===== src/rtl/bcast_fanout_buf.sv =====
// Input FIFO whose head word is broadcast to NOUT consumers; the head retires once every consumer has taken it.
// Optional BCAST_FANOUT_BUF_STATS_EN adds retired_cnt / stall_cnt statistics outputs.
module bcast_fanout_buf #(
  parameter int WIDTH = 8,
  parameter int NOUT  = 4,
  parameter int DEPTH = 2
) (
  input  logic                     clk,
  input  logic                     rst_n,
  input  logic                     in_valid,
  input  logic [WIDTH-1:0]         in_data,
  output logic                     in_ready,
  output logic [NOUT-1:0]          out_valid,
  output logic [WIDTH-1:0]         out_data,
  input  logic [NOUT-1:0]          out_ready,
  output logic [$clog2(DEPTH):0]   level
`ifdef BCAST_FANOUT_BUF_STATS_EN
  ,
  output logic [15:0]              retired_cnt,
  output logic [15:0]              stall_cnt
`endif
);

  localparam int AW = $clog2(DEPTH);
  localparam int LW = AW + 1;

  logic [WIDTH-1:0] mem_q [DEPTH];
  logic [AW-1:0]    wr_ptr_q, rd_ptr_q, rd_next;
  logic [LW-1:0]    level_q, level_d;
  logic [NOUT-1:0]  done_q, done_d;
  logic [WIDTH-1:0] head_q, head_d;
  logic             active_q;
  logic             wr_en, retire, not_empty;

  // active_q keeps in_ready low through reset and releases it one cycle after.
  assign not_empty = (level_q != '0);
  assign in_ready  = active_q && (level_q < LW'(DEPTH));
  assign wr_en     = in_valid && in_ready;
  assign retire    = not_empty && (&(done_q | out_ready));
  assign rd_next   = rd_ptr_q + AW'(1);
  assign out_data  = head_q;
  assign level     = level_q;

  for (genvar gi = 0; gi < NOUT; gi++) begin : g_valid
    assign out_valid[gi] = not_empty && !done_q[gi];
  end

  always_comb begin
    done_d  = done_q | (out_valid & out_ready);
    level_d = level_q;
    head_d  = head_q;
    if (retire) begin
      done_d = '0;
    end
    case ({wr_en, retire})
      2'b10:   level_d = level_q + LW'(1);
      2'b01:   level_d = level_q - LW'(1);
      default: level_d = level_q;
    endcase
    // head_q is a registered copy of the head slot, refreshed when the head changes.
    if (retire) begin
      if (level_q > LW'(1)) begin
        head_d = mem_q[rd_next];
      end else if (wr_en) begin
        head_d = in_data;
      end
    end else if (wr_en && !not_empty) begin
      head_d = in_data;
    end
  end

  always_ff @(posedge clk) begin
    if (!rst_n) begin
      active_q <= 1'b0;
      level_q  <= '0;
      wr_ptr_q <= '0;
      rd_ptr_q <= '0;
      done_q   <= '0;
    end else begin
      active_q <= 1'b1;
      level_q  <= level_d;
      done_q   <= done_d;
      if (wr_en) begin
        wr_ptr_q <= wr_ptr_q + AW'(1);
      end
      if (retire) begin
        rd_ptr_q <= rd_next;
      end
    end
  end

  always_ff @(posedge clk) begin
    head_q <= head_d;
    if (wr_en) begin
      mem_q[wr_ptr_q] <= in_data;
    end
  end

`ifdef BCAST_FANOUT_BUF_STATS_EN
  logic [15:0] retired_cnt_q, stall_cnt_q;

  always_ff @(posedge clk) begin
    if (!rst_n) begin
      retired_cnt_q <= '0;
      stall_cnt_q   <= '0;
    end else begin
      if (retire) begin
        retired_cnt_q <= retired_cnt_q + 16'd1;
      end
      if (not_empty && !retire) begin
        stall_cnt_q <= stall_cnt_q + 16'd1;
      end
    end
  end

  assign retired_cnt = retired_cnt_q;
  assign stall_cnt   = stall_cnt_q;
`endif

endmodule


===== config.mk =====
export PLATFORM = sky130hd
export DESIGN_NAME = bcast_fanout_buf
export DESIGN_NICKNAME = d
export VERILOG_FILES = /design/src/rtl/bcast_fanout_buf.sv
export SDC_FILE = /design/constraint.sdc
export NUM_CORES = 1
export LEC_CHECK = 0
export CAP_MARGIN = 40
export CORE_MARGIN = 5
export CORE_UTILIZATION = 35
export CTS_BUF_LIST = sky130_fd_sc_hd__clkbuf_8
export CTS_CLUSTER_SIZE = 8
export DETAILED_ROUTE_END_ITERATION = 16
export SKIP_LAST_GASP = 1
export SLEW_MARGIN = 20
export SYNTH_ARGS = -nofsm -noshare
export SYNTH_HDL_FRONTEND = slang
export SYNTH_SLANG_ARGS = --single-unit

===== constraint.sdc =====
create_clock -name clk -period 2.49 [get_ports clk]
set_clock_uncertainty 0.2 [all_clocks]
set_input_delay 0.6225 -clock clk [delete_from_list [all_inputs] [get_ports clk]]
set_output_delay 0.6225 -clock clk [all_outputs]
set_load 0.005 [all_outputs]

==> results.txt <==
The run finished with clean final reports. The deepest level of the CTS H-tree is 2. During placement, the flow inserted port buffers numbering 29. The biggest fanout along the worst timing path came out at 7. The floorplan step defined a die boundary enclosing 5340 um^2. The final instance area is 1910 um^2.

The initial core utilization is 0.354. Of the total power, the clock network draws 0.322. The final total negative setup slack came out at 0 ns. edfxtp_1 is the most common cell in the netlist. Summing internal, switching and leakage power gives 1160 uW. In this run, CTS created clock tree buffers numbering 5. The largest individual stage delay along the critical path comes from the cell clkdlybuf4s50_1. The fmax came out at 419 MHz.

The total DRC errors in the routed layout came out at 0. The count of distinct cell types in the synthesized netlist is 25. The required time reported for the critical path endpoint is 1.67 ns. From bottom edge to top edge, the die measures 73.1 um. The remaining number of nets flagged by the antenna check after routing is 0. The number of buffers and inverters on the critical path is 2. The number of synthesized flops with an enable pin came out at 24. The period utilization is 0.959. The count of routing violations after the opening detailed-route iteration is 61. For this design the ratio of total power to cell area is 607 nW/um^2. The utilization after layout is 0.485.

Setup repair after global routing left no endpoint under its margin. 30 I/O pins were placed. The floorplan step defined a core boundary enclosing 3940 um^2. From left edge to right edge, the die measures 73.1 um. The fraction of layout cells with a size suffix above 1 is 0.275. The launch point of the worst reg-to-reg path is level[1]. The overall routing resource usage came out at 0.118. The synthesized net count is 116.

The worst min-delay path category is reg2reg. Of the total power, combinational logic draws 0.133. The critical path goes through inv_1 -> ha_2 -> nor2_1 -> clkdlybuf4s50_1.

The tree built by TritonCTS fans out to 33 sinks. Dividing the detail-routed wire length by the instance count gives 14.3 um. The setup path with the least slack is of type reg2out.

The sequential-to-total area share from yosys stat came out at 0.646. TritonCTS built the clock tree. The number of cells produced by synthesis came out at 97.

The buffer depth of the longest clock path came out at 2. In the synthesized netlist the async set-or-reset flop fraction comes to 0. Hold timing on the final database bottoms out at a slack of 0.302 ns.

In the synthesized netlist the dominant register cell turns out to be edfxtp_1. The largest net degree at the start of global routing came out at 11. The time the final worst path needs with I/O delays and setup came out at 2.39 ns. The overall routed net length came out at 2750 um.

The number of nets at the end of the flow is 160. The worst endpoint data arrival time came out at 1.57 ns. The total via count after detailed routing came out at 898. The internal power of the cells totals 899 uW. The total standard cell area after synthesis came out at 1390 um^2. The headroom to the max-slew limit came out at 0.678. The startpoint identified for the worst hold timing path is level[0]. In the post-synthesis netlist, the biggest area contributors are edfxtp_1, dfxtp_1, mux2_2, ha_1, nor2_1. The repair_antennas step left the layout with diodes totalling 0. The clock insertion delay at the later pin of the skew report is 0.28 ns. The final-report hold violation count came out at 0.

The number of hold buffers added after cts is 0. The worst setup path is captured at a primary output. After clock tree synthesis, the clock-pin slew on the worst setup and hold paths is 0.06 ns. The fraction of power consumed by sequential logic came out at 0.545.

The worst-case vdd ir drop is 0.000235 V. The number of max-slew violations in the final report came out at 0. The origin of the worst setup path is level[1]. The kind of start point of the critical path is a register. The number of detailed-route iterations in the first pass came out at 4. The area share of the leading cell type in the synthesized netlist came out at 0.517.

The cell area after placement is 1820 um^2. Summed over all nets, the half-perimeter wirelength after detailed placement is 2010 um. A synthesized cell averages 14.4 um^2.

The remaining global-route overflow is 0. Max-cap violations in this run came to 0. The leakage power of the design came out at 0.000687 uW. The worst stage delay on the critical path is 0.51 ns. By count the netlist is led by edfxtp_1, mux2_2, dfxtp_1, nor2_1.

In the routed layout, each cell is associated on average with a via count of 4.68. The synthesized flop and latch total is 33. The count of standard-cell rows is 23. The number of warnings reported in the yosys synthesis log came out at 0. The wire length of the first global-routing pass came out at 4660 um.

In this design, the largest share of critical-path delay is due to buffers and inverters. The initial antenna violation count was 0. At the end of routability-driven placement, the weighted congestion stood at 0.736. For the pin with the worst max-slew slack, the measured transition is 0.482 ns. The fraction of power spent switching nets came out at 0.225. The area overhead of the layout relative to synthesis is 37.2%. Setup violations remaining at the end of the flow were counted as 0. The number of global-route vias before repair is 991. For this design the total switching power over the nets is 262 uW. The cell type contributing the most total cell area after synthesis is edfxtp_1. In this run the clock root is driven by a clkbuf_8.
worst register-to-register path: stages, from the launching register on:
cell,delay [ns]
dfxtp_4,0.37
inv_1,0.06
ha_2,0.22
o21bai_1,0.19
buf_4,0.16
nor4_4,0.11
buf_4,0.21
mux2_2,0.36
registers in the layout, summed over array words and instances (netlist names):
| register | flops |
|---|---|
| active_q | 1 |
| done_q | 4 |
| level | 2 |
| mem_q | 16 |
| out_data | 8 |
| rd_ptr_q | 1 |
| wr_ptr_q | 1 |
power groups by stage:
stage	Combinational (uW)	Clock, uW	Sequential (uW)
2_1_floorplan	62.6	0	642
4_1_cts	156	391	634
6_report	154	374	633
3_3_place_gp	149	0	644
5_1_grt	169	419	636
3_5_place_dp	154	0	645
cell families (layout without fill, tap and decap cells):
| family | after synthesis | after routing | synth area share |
|---|---|---|---|
| compound gates | 11 | 11 | 0.0530 |
| xor+xnor | 1 | 1 | 0.00628 |
| fa+ha+maj | 4 | 4 | 0.0359 |
| buf+inv | 5 | 50 | 0.0135 |
| flops | 33 | 33 | 0.646 |
| mux | 17 | 17 | 0.136 |
| simple gates | 26 | 26 | 0.109 |
worst paths after layout:
path,slack [ns],cells after the start,to
worst min register to register,0.30,2,level[0]
worst min-delay path,0.30,2,level[0]
worst max-delay path,0.10,4,out_valid[1]
worst max register to register,0.36,7,out_data[1]
area by class of cell:
| type | count | area, um^2 |
|---|---|---|
| fill | 355 | 2030 |
| sequential | 33 | 906 |
| multi-input combinational | 59 | 488 |
| timing repair buffer | 38 | 358 |
| clock buffer | 5 | 68.8 |
| tap | 50 | 62.6 |
| inverter | 4 | 15.0 |
| clock inverter | 3 | 13.8 |
per-layer routing:
metal / wire [um] / up-vias / GRT usage
li1: - / 443 / -
met1: 1130 / 426 / 0.125
met4: 30 / 0 / 0.0492
met2: 1390 / 26 / 0.203
met3: 199 / 3 / 0.0523
met5: 0 / - / 0
metrics by stage:
step | std cells | setup slack (ns)
final | 192 | 0.102
after global routing | 192 | 0.0166
after CTS | 192 | 0.0511
after detailed placement | 184 | -0.152
after global placement | 184 | -0.117
after floorplan | 97 | 0.137
cell usage in the layout (no fill, tap or decap), drive strengths merged:
master and instances:
nand2b 2, ha 4, edfxtp 24, nor3 2, nand2 3, nor2b 1, and3 1, xnor2 1
nand3b 1, clkdlybuf4s50 29, nor3b 4, a21boi 1, clkbuf 5, clkinv 2, buf 9, nor2 9
o22ai 1, dfxtp 9, nor4 1, o21bai 1, a21oi 4, and2 2, inv 5, mux2i 1
o21a 1, mux2 16, o21ai 2, a2bb2oi 1
timing repair:
| action | CTS | global route |
|---|---|---|
| setup buffers | 0 | 0 |
| cloned | 0 | 0 |
| pin swaps | 0 | 0 |
| resized for setup | 3 | 2 |
| hold endpoints to repair | 0 | 0 |
| setup endpoints to repair | 4 | 2 |
No activity file was read; power rests on OpenSTA's default activity.
